File: src/rtl/load_exec_unit.sv
// load_exec_unit: execute-stage load unit.
// Forms ea = rs1_data + sext(imm), performs one data-memory read handshake,
// extracts byte/half/word from the little-endian return word and presents a
// one-cycle writeback pulse. One load in flight at a time.
//
// load_control encoding (matches processor_defines.sv):
//   LB=3'b000  LH=3'b001  LW=3'b010  LBU=3'b100  LHU=3'b101  LD_NOP=3'b111
//   Any other code is treated like LD_NOP (illegal op).
//
// Ports:
//   clk, reset                 clock, synchronous active-high reset
//   in_valid / in_ready        request handshake (accepted when both high)
//   rs1_data, imm, rd          base, signed 12-bit offset, destination
//   load_control               load type
//   mem_req, mem_addr          read request (held until mem_ack), word address
//   mem_ack, mem_rdata         read data valid strobe and word
//   done, wb_en, wb_rd,        completion pulse, register write enable,
//   wb_data, fault_code        destination, result, fault (0/1/2/3)
module load_exec_unit #(
    parameter int unsigned TIMEOUT_CYCLES = 16
) (
    input  logic        clk,
    input  logic        reset,
    input  logic        in_valid,
    output logic        in_ready,
    input  logic [31:0] rs1_data,
    input  logic [11:0] imm,
    input  logic [4:0]  rd,
    input  logic [2:0]  load_control,
    output logic        mem_req,
    output logic [31:0] mem_addr,
    input  logic        mem_ack,
    input  logic [31:0] mem_rdata,
    output logic        done,
    output logic        wb_en,
    output logic [4:0]  wb_rd,
    output logic [31:0] wb_data,
    output logic [1:0]  fault_code
);

    localparam logic [2:0] OP_LB  = 3'b000;
    localparam logic [2:0] OP_LH  = 3'b001;
    localparam logic [2:0] OP_LW  = 3'b010;
    localparam logic [2:0] OP_LBU = 3'b100;
    localparam logic [2:0] OP_LHU = 3'b101;

    localparam logic [1:0] FLT_NONE     = 2'd0;
    localparam logic [1:0] FLT_MISALIGN = 2'd1;
    localparam logic [1:0] FLT_TIMEOUT  = 2'd2;
    localparam logic [1:0] FLT_ILLEGAL  = 2'd3;

    localparam int unsigned CNT_W = (TIMEOUT_CYCLES < 2) ? 1 : $clog2(TIMEOUT_CYCLES + 1);

    typedef enum logic [1:0] {S_IDLE, S_WAIT, S_DONE} state_t;

    state_t             state_q, state_d;
    logic [CNT_W-1:0]   cnt_q, cnt_d;
    logic [4:0]         rd_q, rd_d;
    logic [2:0]         op_q, op_d;
    logic [1:0]         off_q, off_d;

    logic               in_ready_q, in_ready_d;
    logic               mem_req_q, mem_req_d;
    logic [31:0]        mem_addr_q, mem_addr_d;
    logic               done_q, done_d;
    logic               wb_en_q, wb_en_d;
    logic [4:0]         wb_rd_q, wb_rd_d;
    logic [31:0]        wb_data_q, wb_data_d;
    logic [1:0]         fault_code_q, fault_code_d;

    logic [31:0]        ea_c;
    logic               illegal_c;
    logic               misalign_c;
    logic               timeout_c;
    logic [7:0]         byte_c;
    logic [15:0]        half_c;
    logic [31:0]        ext_c;

    // Accept-time address and fault classification
    always_comb begin
        ea_c       = rs1_data + {{20{imm[11]}}, imm};
        illegal_c  = !(load_control inside {OP_LB, OP_LH, OP_LW, OP_LBU, OP_LHU});
        misalign_c = ((load_control == OP_LH || load_control == OP_LHU) && ea_c[0])
                   || (load_control == OP_LW && ea_c[1:0] != 2'b00);
    end

    // Timeout fires on the TIMEOUT_CYCLES-th request cycle; 0 disables it
    always_comb begin
        timeout_c = (TIMEOUT_CYCLES != 0) && (32'(cnt_q) + 32'd1 == 32'(TIMEOUT_CYCLES));
    end

    // Lane extraction and extension from the returned word
    always_comb begin
        byte_c = mem_rdata[8*off_q +: 8];
        half_c = off_q[1] ? mem_rdata[31:16] : mem_rdata[15:0];
        case (op_q)
            OP_LB:   ext_c = {{24{byte_c[7]}}, byte_c};
            OP_LBU:  ext_c = {24'd0, byte_c};
            OP_LH:   ext_c = {{16{half_c[15]}}, half_c};
            OP_LHU:  ext_c = {16'd0, half_c};
            default: ext_c = mem_rdata;
        endcase
    end

    // State register
    always_ff @(posedge clk) begin
        if (reset) begin
            state_q <= S_IDLE;
        end else begin
            state_q <= state_d;
        end
    end

    // Next-state and load-context logic
    always_comb begin
        state_d = state_q;
        cnt_d   = cnt_q;
        rd_d    = rd_q;
        op_d    = op_q;
        off_d   = off_q;
        case (state_q)
            S_IDLE: begin
                if (in_valid) begin
                    rd_d  = rd;
                    op_d  = load_control;
                    off_d = ea_c[1:0];
                    cnt_d = '0;
                    state_d = (illegal_c || misalign_c) ? S_DONE : S_WAIT;
                end
            end
            S_WAIT: begin
                if (mem_ack || timeout_c) begin
                    state_d = S_DONE;
                end else begin
                    cnt_d = cnt_q + CNT_W'(1);
                end
            end
            default: state_d = S_IDLE;
        endcase
    end

    // Registered output values
    always_comb begin
        in_ready_d   = (state_d == S_IDLE);
        mem_req_d    = (state_d == S_WAIT);
        mem_addr_d   = mem_addr_q;
        done_d       = 1'b0;
        wb_en_d      = 1'b0;
        wb_rd_d      = wb_rd_q;
        wb_data_d    = wb_data_q;
        fault_code_d = fault_code_q;
        case (state_q)
            S_IDLE: begin
                if (in_valid) begin
                    if (illegal_c || misalign_c) begin
                        done_d       = 1'b1;
                        wb_rd_d      = rd;
                        wb_data_d    = '0;
                        fault_code_d = illegal_c ? FLT_ILLEGAL : FLT_MISALIGN;
                    end else begin
                        mem_addr_d = {ea_c[31:2], 2'b00};
                    end
                end
            end
            S_WAIT: begin
                if (mem_ack) begin
                    done_d       = 1'b1;
                    wb_en_d      = (rd_q != 5'd0);
                    wb_rd_d      = rd_q;
                    wb_data_d    = ext_c;
                    fault_code_d = FLT_NONE;
                end else if (timeout_c) begin
                    done_d       = 1'b1;
                    wb_rd_d      = rd_q;
                    wb_data_d    = '0;
                    fault_code_d = FLT_TIMEOUT;
                end
            end
            default: ;
        endcase
    end

    // Datapath and output registers
    always_ff @(posedge clk) begin
        if (reset) begin
            cnt_q        <= '0;
            rd_q         <= '0;
            op_q         <= '0;
            off_q        <= '0;
            in_ready_q   <= 1'b1;
            mem_req_q    <= 1'b0;
            mem_addr_q   <= '0;
            done_q       <= 1'b0;
            wb_en_q      <= 1'b0;
            wb_rd_q      <= '0;
            wb_data_q    <= '0;
            fault_code_q <= '0;
        end else begin
            cnt_q        <= cnt_d;
            rd_q         <= rd_d;
            op_q         <= op_d;
            off_q        <= off_d;
            in_ready_q   <= in_ready_d;
            mem_req_q    <= mem_req_d;
            mem_addr_q   <= mem_addr_d;
            done_q       <= done_d;
            wb_en_q      <= wb_en_d;
            wb_rd_q      <= wb_rd_d;
            wb_data_q    <= wb_data_d;
            fault_code_q <= fault_code_d;
        end
    end

    assign in_ready   = in_ready_q;
    assign mem_req    = mem_req_q;
    assign mem_addr   = mem_addr_q;
    assign done       = done_q;
    assign wb_en      = wb_en_q;
    assign wb_rd      = wb_rd_q;
    assign wb_data    = wb_data_q;
    assign fault_code = fault_code_q;

endmodule

File: config.mk
export PLATFORM = sky130hd
export DESIGN_NAME = load_exec_unit
export DESIGN_NICKNAME = d
export VERILOG_FILES = /design/src/rtl/load_exec_unit.sv
export SDC_FILE = /design/constraint.sdc
export NUM_CORES = 1
export LEC_CHECK = 0
export ABC_AREA = 1
export BUFFER_PORTS_ARGS = -buffer_cell sky130_fd_sc_hd__buf_2
export CAP_MARGIN = 0
export CORE_UTILIZATION = 45
export CTS_BUF_LIST = sky130_fd_sc_hd__clkbuf_4 sky130_fd_sc_hd__clkbuf_8
export CTS_CLUSTER_SIZE = 28
export DETAILED_ROUTE_END_ITERATION = 8
export HOLD_SLACK_MARGIN = 0.08
export PLACE_DENSITY = 0.7
export SLEW_MARGIN = 30
export SYNTH_ARGS = -nofsm -noshare
export SYNTH_HDL_FRONTEND = slang
export SYNTH_SLANG_ARGS = --single-unit
File: constraint.sdc
create_clock -name clk -period 4.1 [get_ports clk]
set_clock_uncertainty 0.2 [all_clocks]
set_input_delay 0.82 -clock clk [delete_from_list [all_inputs] [get_ports clk]]
set_output_delay 0.82 -clock clk [all_outputs]
set_load 0.02 [all_outputs]
# Word-level counts from Yosys, hierarchy flattened
# Cells that the tools add are included.
classes:
  shifts: 1
  mux: 30
  n_bitwise: 3
  addsub: 3
  eq_ne: 14
  reduce_logical: 20
ops:
  columns: ["op", "n"]
  rows:
  - ["2-to-1 mux 32 bit", 4]
  - ["case mux 32 bit (4 select lines)", 1]
  - ["case mux 32 bit (2 select lines)", 1]
  - ["adder 32 bit", 1]
  - ["variable part select 32 x 6 -> 8 bit", 1]
  - ["2-to-1 mux 5 bit", 6]
  - ["case mux 5 bit (2 select lines)", 2]
  - ["2-to-1 mux 16 bit", 1]
  - ["2-to-1 mux 2 bit", 8]
  - ["== test 3 bit, second input constant", 4]
  - ["nonzero test 5 bit", 2]
  - ["case mux 2 bit (2 select lines)", 2]
  - ["adder 5 x 1 -> 6 bit, second input constant", 1]
  - ["== test 3 x 1 -> 1 bit, second input constant", 2]
  - ["== test 6 x 5 -> 1 bit, second input constant", 1]
  - ["zero test 3 bit", 2]
  - ["inequality test 2 bit, second input constant", 3]
  - ["AND reduction 3 bit", 2]
  - ["adder 5 x 1 -> 5 bit, second input constant", 1]
  - ["== test 2 x 1 -> 1 bit, second input constant", 2]
  - ["zero test 2 bit", 2]
  - ["logical OR 1 bit", 4]
  - ["2-to-1 mux 1 bit", 4]
  - ["AND reduction 4 bit", 1]
  - ["9 further kinds", 13]
word_totals:
  inputBits: 88
  out_inout_bits: 75
  register_bits: 90

# Logic depth before layout (Yosys ltp)
# Gate-level depths: netlist (run 1).
depth:
  depth_word: 9
  depth_mapped: 15
  ltp_nobuf: 15

# Worst setup path before layout (run 1)
# Ideal clock, no wire load.
synth_path:
  path_kind: "input port to flip-flop"
  startpoint: "input port rs1_data[0]"
  endpoint: "register wb_data_q[4], in the netlist wb_data[4]"
  arrival_time_ns: 2.289
  path_stages: 11
  path_slack_ns: 1.498
  setup_ns: 0.113
  cell_sequence: "ha_1 inv_1 fa_1 inv_1 a21oi_1 nand2_1 nand2_2 buf_2 nand3b_1 nand2_1 nor2_1"
synth_between:
  elab_chain_cells: 7
  elab_cells_between_ends: 8
synth_rtl:
  columns: ["element", "line_no", "text"]
  rows:
  - ["start: declaration", "26", "input logic [31:0] rs1_data,"]
  - ["adder 32 bit *", "81", "ea_c = rs1_data + {{20{imm[11]}}, imm};"]
  - ["nonzero test 2 bit", "84", "|| (load_control == OP_LW && ea_c[1:0] != 2'b00);"]
  - ["logical AND 1 bit", "84", null]
  - ["logical OR 1 bit *", "84", null]
  - ["logical OR 1 bit *", "155", "if (illegal_c || misalign_c) begin"]
  - ["inequality test 2 bit (no line) *", null, null]
  - ["AND reduction 4 bit (no line) *", null, null]
  - ["end signal: assignment", "209", "wb_data_q <= wb_data_d;"]
  - ["end: declaration", "68", "logic [31:0] wb_data_q, wb_data_d;"]
# Mark *: on every way between the ends. The rest lies on a longest branch, timed or not.
# A chain may end at the register's enable or synchronous reset.

# Final worst setup path (run 1)
# Same ends and word-level chain as after synthesis.

==> metrics.txt, run 1 <==
# TYPE chip_impl_metric gauge
chip_impl_info{name="worstSetupEndpointType",value="flop"} 1
chip_impl_metric{name="finalCritPeriodShare",unit="%"} 70.8
chip_impl_metric{name="crit_required",unit="ps"} 4200
chip_impl_metric{name="gr-usage-all-layers",unit="%"} 24.4
chip_impl_metric{name="slew_viol_final",unit=""} 0
chip_impl_metric{name="synth_cell_types",unit=""} 43
chip_impl_metric{name="die_height",unit="um"} 123
chip_impl_metric{name="vias",unit=""} 7142
chip_impl_metric{name="drc_errors",unit=""} 0
chip_impl_metric{name="first_pass_iters",unit=""} 5
chip_impl_metric{name="grt_antenna_before_repair",unit=""} 0
chip_impl_metric{name="synthesis.instances",unit=""} 1123
chip_impl_metric{name="port_buffers",unit=""} 160
chip_impl_info{name="layout_common_cells",value="336 x nand2_1, 182 x nor2_1, 167 x inv_1"} 1
chip_impl_metric{name="num_rows",unit=""} 43
chip_impl_metric{name="area_growth_from_synthesis_to_layout",unit="%"} 15.7
chip_impl_info{name="r2r_start",value="op_q[1]$_SDFFE_PP0P_"} 1
chip_impl_metric{name="n_antenna_cell",unit=""} 0
chip_impl_info{name="critPathLaunchType",value="primary input"} 1
chip_impl_metric{name="dr_iter_0_viols",unit=""} 432
chip_impl_metric{name="global_route.overflow_total",unit=""} 0
chip_impl_metric{name="first_global_vias",unit=""} 6225
chip_impl_metric{name="yosysSeqAreaShare",unit="%"} 27.2
chip_impl_info{name="hold_path.startpoint",value="wb_data[18]$_SDFFE_PP0P_"} 1
chip_impl_info{name="critPathKind",value="primary input to flop"} 1
chip_impl_metric{name="fill_cell_total_of_the_finished_layout",unit=""} 1493
chip_impl_metric{name="non_filler_cell_area_final",unit="um^2"} 7670
chip_impl_info{name="clk_root_buffer_cell",value="clkbuf_8"} 1
chip_impl_metric{name="setup-tns-final",unit="ps"} 0
chip_impl_metric{name="share_of_yosys_cell_area_claimed_by_the_top_area_cell_type",unit="%"} 27.2
chip_impl_info{name="tritoncts",value="yes"} 1
chip_impl_info{name="run_status",value="complete, no violations"} 1
chip_impl_metric{name="fmax",unit="MHz"} 345
chip_impl_metric{name="fp.dieW",unit="um"} 123
chip_impl_metric{name="drv_cap",unit=""} 0
chip_impl_metric{name="synth_seq_cells",unit=""} 90
chip_impl_info{name="crit-reg2reg-capture",value="wb_data[23]$_SDFFE_PP0P_"} 1
chip_impl_metric{name="clk_pin_slew",unit="ps"} 90
chip_impl_metric{name="die-area",unit="um^2"} 15200
chip_impl_info{name="rsz0062_at_grt",value="no"} 1
chip_impl_metric{name="routabilityCongestion",unit=""} 0.911
chip_impl_metric{name="place_hpwl",unit="um"} 14400
chip_impl_metric{name="power_density",unit="nW/um^2"} 322
chip_impl_metric{name="post_dp_cell_area",unit="um^2"} 7470
chip_impl_metric{name="post_cts.resized_instances",unit=""} 0
chip_impl_metric{name="worstHoldPathCells",unit=""} 2
chip_impl_metric{name="final_cells",unit=""} 1446
chip_impl_info{name="holdPathEnd",value="wb_data[18]$_SDFFE_PP0P_"} 1
chip_impl_metric{name="routed_via_density",unit=""} 4.94
chip_impl_metric{name="power_switching_share",unit="%"} 37.4
chip_impl_metric{name="clock_power_share",unit="%"} 25.4
chip_impl_metric{name="h-tree-depth",unit=""} 3
chip_impl_info{name="min_path_type",value="flop to flop"} 1
chip_impl_info{name="netlist.top_cell.by_area",value="dfxtp_1"} 1
chip_impl_metric{name="finalHoldWorstSlack",unit="ps"} 285
chip_impl_metric{name="synthesis.area",unit="um^2"} 6630
chip_impl_metric{name="syn_avg_cell_area",unit="um^2"} 5.90
chip_impl_metric{name="clk_latency",unit="ps"} 360
chip_impl_metric{name="boundaryPins",unit=""} 163
chip_impl_info{name="synth.top_cells.by_area",value="dfxtp_1 27%, nand2_1 19%, nor2_1 10%, inv_1 9.5%, ha_1 6.0%"} 1
chip_impl_metric{name="power.switching",unit="uW"} 924
chip_impl_metric{name="initial_core_util",unit="%"} 46.8
chip_impl_metric{name="arrival_time_reported_for_the_critical_path_endpoint",unit="ps"} 3000
chip_impl_metric{name="power.share.sequential",unit="%"} 40.6
chip_impl_metric{name="postLayoutSetupSlackWorst",unit="ps"} 1200
chip_impl_metric{name="post-route-min-period",unit="ps"} 2900
chip_impl_metric{name="postLayoutCoreUtil",unit="%"} 54.2
chip_impl_metric{name="max-clock-path-buffers",unit=""} 2
chip_impl_metric{name="worst_slew_pin_slew",unit="ps"} 885
chip_impl_metric{name="share_of_layout_cells_above_drive_strength_1",unit="%"} 15.9
chip_impl_metric{name="routed_wl",unit="um"} 18400
chip_impl_metric{name="multi_input_comb_area",unit="um^2"} 3950
chip_impl_metric{name="postCtsHoldBufs",unit=""} 0
chip_impl_metric{name="cts_buffers",unit=""} 9
chip_impl_metric{name="final-hold-violation-count",unit=""} 0
chip_impl_metric{name="drt.antenna.violating_nets",unit=""} 0
chip_impl_metric{name="register_to_register_setup_slack",unit="ps"} 1330
chip_impl_metric{name="p_int",unit="mW"} 1.54
chip_impl_metric{name="rr_worst_depth",unit=""} 7
chip_impl_metric{name="ff_latch_area",unit="um^2"} 1800
chip_impl_metric{name="post-place-ws",unit="ps"} 846
chip_impl_metric{name="cts.sinks",unit=""} 90
chip_impl_metric{name="post-cts-setup-buffer-count",unit=""} 0
chip_impl_metric{name="relSlewSlack",unit="%"} 41.0
chip_impl_metric{name="grt_max_degree",unit=""} 42
chip_impl_metric{name="floorplan.core_area",unit="um^2"} 14100
chip_impl_metric{name="design_power_total",unit="mW"} 2.47
chip_impl_metric{name="cellLeakagePower",unit="nW"} 4.42
chip_impl_metric{name="power.combinational.fraction",unit="%"} 34.1
chip_impl_metric{name="irDropWorstVdd",unit="V"} 0.000148
chip_impl_metric{name="synth-warning-count",unit=""} 0
chip_impl_metric{name="post-place-cells",unit=""} 1430
chip_impl_metric{name="cp_max_fanout",unit=""} 34
chip_impl_metric{name="setup_viol",unit=""} 0
chip_impl_metric{name="grt_first_pass_wirelength",unit="um"} 29300
chip_impl_metric{name="net_count_reported_at_finish",unit=""} 1382
chip_impl_info{name="layout.cells.most_common",value="nand2_1"} 1
chip_impl_metric{name="routed_wire_length_per_instance",unit="um"} 12.7
## synthesized netlist by cell type (all sizes together)
library cell,n
a211oi,1
dfxtp,90
a21o,1
a31oi,2
o21bai,4
nor3,5
nand4,5
o21a,1
nand2,341
a311oi,1
a22oi,1
inv,173
o21ai,54
nand3,68
buf,29
nor2,184
o211ai,11
fa,1
xor2,10
conb,1
o2111ai,2
o221ai,2
a21boi,2
clkbuf,11
xnor2,6
ha,32
a21oi,77
nand3b,8
## kinds of logic (layout without fill, tap and decap cells)
logic type	count (synthesis)	in the layout	share of synthesized area (%)
AOI/OAI and AO/OA	159	159	13.4
xor gates and xnor gates	16	16	2.23
adders and majority gates	33	33	6.34
buffers and inverters	213	355	13.3
DFF	90	90	27.2
other	1	2	0.0566
and+or+nand+nor	611	611	37.5
## power by group through the flow
stage / Sequential [mW] / Clock [mW] / Combinational, mW
floorplan: 1.08 / 0 / 0.544
detailed placement: 1.02 / 0 / 0.835
global route: 1.01 / 0.672 / 0.953
CTS: 1.00 / 0.640 / 0.838
global placement: 1.02 / 0 / 0.828
finish: 1.00 / 0.626 / 0.841
## cell type report
cell class | count | area share, %
repair buffers | 166 | 11.0
flip-flops and latches | 90 | 23.5
multi-input cells | 821 | 51.4
well taps | 180 | 2.94
clock buffers | 12 | 1.99
clock inverters | 4 | 0.669
inverters | 173 | 8.47
## worst max-delay path: stages
cell and delay [ps]:
buf_2 80, ha_1 200, inv_1 70, fa_1 490, inv_1 50, a21oi_1 170
nand2_1 90, nand2_2 430, nand2_8 240, inv_2 200, nor2_1 60, nor2_1 100
## worst max path at each step
stage / cells past startpoint / start / slack (ps) / to
after floorplan: 11 / rs1_data[0] / 1500 / wb_data[4]$_SDFFE_PP0P_
after global placement: 13 / rs1_data[0] / 920 / mem_addr[10]$_SDFFE_PP0P_
after detailed placement: 14 / rs1_data[0] / 850 / mem_addr[6]$_SDFFE_PP0P_
after CTS: 14 / rs1_data[0] / 1240 / mem_addr[6]$_SDFFE_PP0P_
after global routing: 12 / rs1_data[0] / 1030 / mem_addr[5]$_SDFFE_PP0P_
final: 12 / rs1_data[0] / 1200 / wb_data[4]$_SDFFE_PP0P_
## layer usage
| metal | track usage, % | part of all wire [%] | vias up |
|---|---|---|---|
| met5 | 0 | 0 | - |
| met4 | 6.93 | 0.96 | 0 |
| met3 | 2.86 | 5.5 | 15 |
| met2 | 42.2 | 48 | 218 |
| met1 | 31.8 | 45 | 3148 |
| li1 | - | - | 3761 |
## registers in the layout, summed over array words and instances (netlist names)
name        flops
in_ready        1
rd_q            5
wb_rd           5
wb_en           1
state_q         2
mem_req         1
off_q           2
fault_code      2
done            1
op_q            3
mem_addr       30
cnt_q           5
wb_data        32
Note: power is estimated with default switching activity, not from simulation.
==> run 2, diff against run 1 <==
--- a/config.mk
+++ b/config.mk
@@ -13,7 +13,7 @@
 export CTS_CLUSTER_SIZE = 28
 export DETAILED_ROUTE_END_ITERATION = 8
 export HOLD_SLACK_MARGIN = 0.08
-export PLACE_DENSITY = 0.7
+export PLACE_DENSITY = 0.73
 export SLEW_MARGIN = 30
 export SYNTH_ARGS = -nofsm -noshare
 export SYNTH_HDL_FRONTEND = slang
==> constraint.sdc (replaced) <==
create_clock -name clk -period 2.5 [get_ports clk]
set_clock_uncertainty 0.2 [all_clocks]
set_input_delay 0.5 -clock clk [delete_from_list [all_inputs] [get_ports clk]]
set_output_delay 0.5 -clock clk [all_outputs]
set_load 0.02 [all_outputs]
==> metrics.txt, run 2 (same netlist as run 1, synthesis figures left out) <==
# TYPE chip_impl_metric gauge
chip_impl_info{name="run_status",value="complete, no violations"} 1
chip_impl_metric{name="met3RoutedLength",unit="um"} 1050
chip_impl_metric{name="critical_path_s_largest_stage_delay",unit="ps"} 380
chip_impl_metric{name="slew_viol_final",unit=""} 0
chip_impl_metric{name="worst_slew_pin_slew",unit="ps"} 539
chip_impl_metric{name="cts.sinks",unit=""} 90
chip_impl_metric{name="boundaryPins",unit=""} 163
chip_impl_metric{name="dr_iter_0_viols",unit=""} 530
chip_impl_info{name="critical-path-slowest-cell",value="dfxtp_1"} 1
chip_impl_metric{name="area_growth_from_synthesis_to_layout",unit="%"} 19.3
chip_impl_metric{name="relSlewSlack",unit="%"} 64.0
chip_impl_metric{name="port_buffers",unit=""} 160
chip_impl_metric{name="post-route-min-period",unit="ps"} 2190
chip_impl_metric{name="post-cts-setup-buffer-count",unit=""} 0
chip_impl_metric{name="routed_wire_length_per_instance",unit="um"} 12.7
chip_impl_metric{name="vias",unit=""} 7304
chip_impl_metric{name="floorplan.core_area",unit="um^2"} 14100
chip_impl_info{name="min_path_type",value="primary input to flop"} 1
chip_impl_info{name="critPathLaunchType",value="flop"} 1
chip_impl_metric{name="crit_required",unit="ps"} 2580
chip_impl_metric{name="post_cts.resized_instances",unit=""} 0
chip_impl_info{name="critical-path-top-delay-family",value="simple AND/OR/NAND/NOR gates"} 1
chip_impl_metric{name="global_route.overflow_total",unit=""} 0
chip_impl_metric{name="die-area",unit="um^2"} 15200
chip_impl_metric{name="arrival_time_reported_for_the_critical_path_endpoint",unit="ps"} 2270
chip_impl_metric{name="num_rows",unit=""} 43
chip_impl_metric{name="irDropWorstVdd",unit="V"} 0.000228
chip_impl_metric{name="max-clock-path-buffers",unit=""} 2
chip_impl_info{name="worstSetupEndpointType",value="flop"} 1
chip_impl_info{name="critPathKind",value="flop to flop"} 1
chip_impl_metric{name="power_density",unit="nW/um^2"} 520
chip_impl_metric{name="share_of_layout_cells_above_drive_strength_1",unit="%"} 17.8
chip_impl_metric{name="gr-usage-all-layers",unit="%"} 25.0
chip_impl_metric{name="clk_pin_slew",unit="ps"} 110
chip_impl_metric{name="h-tree-depth",unit=""} 3
chip_impl_metric{name="grt_first_pass_wirelength",unit="um"} 29900
chip_impl_metric{name="drv_cap",unit=""} 0
chip_impl_metric{name="setup-tns-final",unit="ps"} 0
chip_impl_metric{name="cp_max_fanout",unit=""} 27
chip_impl_metric{name="clk_latency",unit="ps"} 380
chip_impl_metric{name="cts_buffers",unit=""} 9
chip_impl_metric{name="initial_core_util",unit="%"} 46.8
chip_impl_metric{name="routed_wl",unit="um"} 18700
chip_impl_metric{name="first_pass_iters",unit=""} 5
chip_impl_info{name="highest_metal_layer_with_signal_wires",value="met4"} 1
chip_impl_info{name="path_cells",value="ha_1, nand2_1, inv_2, nand2_2, xnor2_2, nand3_2, nand2_2, nand2_4, nand2_8, buf_4, nor2_1, nor2_1"} 1
chip_impl_metric{name="fill_cell_total_of_the_finished_layout",unit=""} 1564
chip_impl_metric{name="place_hpwl",unit="um"} 14700
chip_impl_metric{name="multi_input_comb_area",unit="um^2"} 3950
chip_impl_metric{name="routabilityCongestion",unit=""} 0.926
chip_impl_metric{name="drt.antenna.violating_nets",unit=""} 0
chip_impl_info{name="rsz0062_at_grt",value="no"} 1
chip_impl_metric{name="die_height",unit="um"} 123
chip_impl_info{name="layout_common_cells",value="336 x nand2_1, 182 x nor2_1, 167 x inv_1"} 1
chip_impl_info{name="r2r_start",value="cnt_q[0]$_SDFFE_PP0P_"} 1
chip_impl_metric{name="non_filler_cell_area_final",unit="um^2"} 7910
chip_impl_metric{name="postCtsHoldBufs",unit=""} 0
chip_impl_metric{name="rr_worst_depth",unit=""} 12
chip_impl_metric{name="largest_reg_flops",unit=""} 32
chip_impl_info{name="clk_root_buffer_cell",value="clkbuf_8"} 1
chip_impl_metric{name="worstHoldPathCells",unit=""} 3
chip_impl_metric{name="met2_layer_wire_length_in_the_routed_design",unit="um"} 8940
chip_impl_metric{name="grt_antenna_before_repair",unit=""} 0
chip_impl_metric{name="post_dp_cell_area",unit="um^2"} 7710
chip_impl_metric{name="crit_cells",unit=""} 12
chip_impl_metric{name="routed_via_density",unit=""} 4.95
chip_impl_metric{name="drc_errors",unit=""} 0
chip_impl_metric{name="net_count_reported_at_finish",unit=""} 1411
chip_impl_metric{name="routedLengthMet1",unit="um"} 8360
chip_impl_metric{name="grt_max_degree",unit=""} 42
chip_impl_metric{name="fmax",unit="MHz"} 458
chip_impl_info{name="tritoncts",value="yes"} 1
chip_impl_metric{name="final-hold-violation-count",unit=""} 0
chip_impl_info{name="timing.critical_path.from",value="cnt_q[0]$_SDFFE_PP0P_"} 1
chip_impl_metric{name="setup_viol",unit=""} 0
chip_impl_metric{name="cellLeakagePower",unit="nW"} 4.57
chip_impl_metric{name="fp.dieW",unit="um"} 123
chip_impl_info{name="hold_path.startpoint",value="rd[3]"} 1
chip_impl_metric{name="critical_path_buf_inv_count",unit=""} 2
chip_impl_metric{name="first_global_vias",unit=""} 6362
chip_impl_info{name="layout.cells.most_common",value="nand2_1"} 1
chip_impl_metric{name="ff_latch_area",unit="um^2"} 1800
chip_impl_metric{name="finalCritPeriodShare",unit="%"} 87.4
run 2: final timing paths:
kind | endpoint | slack, ps
max | wb_data[16]$_SDFFE_PP0P_ | 310
min | rd_q[3]$_SDFFE_PP0P_ | 180
max reg2reg | wb_data[16]$_SDFFE_PP0P_ | 310
min reg2reg | rd_q[0]$_SDFFE_PP0P_ | 280
run 2: worst reg2reg max path, delay by kind of cell (launching register included):
kind | cells | cell delay (ps)
xor gates and xnor gates | 1 | 150
and+or+nand+nor | 8 | 890
DFF | 1 | 380
adders and majority gates | 1 | 180
buffers and inverters | 2 | 280
run 2: through the flow:
step	instances	power [mW]	hold WS, ps	setup slack [ps]	utilization (%)
after CTS	1475	4.14	162	308	55.9
after detailed placement	1459	3.11	264	-22.4	54.5
after global routing	1475	4.39	172	126	55.9
final	1476	4.11	178	315	55.9
after floorplan	1124	2.66	244	218	-
after global placement	1459	3.10	258	18.0	54.5
run 2: power by group:
| part | total (mW) | leakage (nW) | internal, mW | switching [mW] |
|---|---|---|---|---|
| registers | 1.63 | 0.737 | 1.55 | 0.0712 |
| logic | 1.46 | 3.74 | 0.527 | 0.934 |
| clock network | 1.02 | 0.0969 | 0.410 | 0.612 |
run 2: routing by layer:
layer  up-vias  track usage (%)
li1       3837                -
met1      3203             31.4
met2       236             44.0
met3        28             3.92
met4         0             6.93
met5         -                0
run 2: cell type report:
type                    count  share of cell area, %
multi-input cells         821                   49.9
flip-flops and latches     90                   22.8
repair buffers            195                   13.8
inverters                 173                   8.21
well taps                 180                   2.85
clock buffers              10                   1.74
clock inverters             6                  0.712
diodes                      1                 0.0317
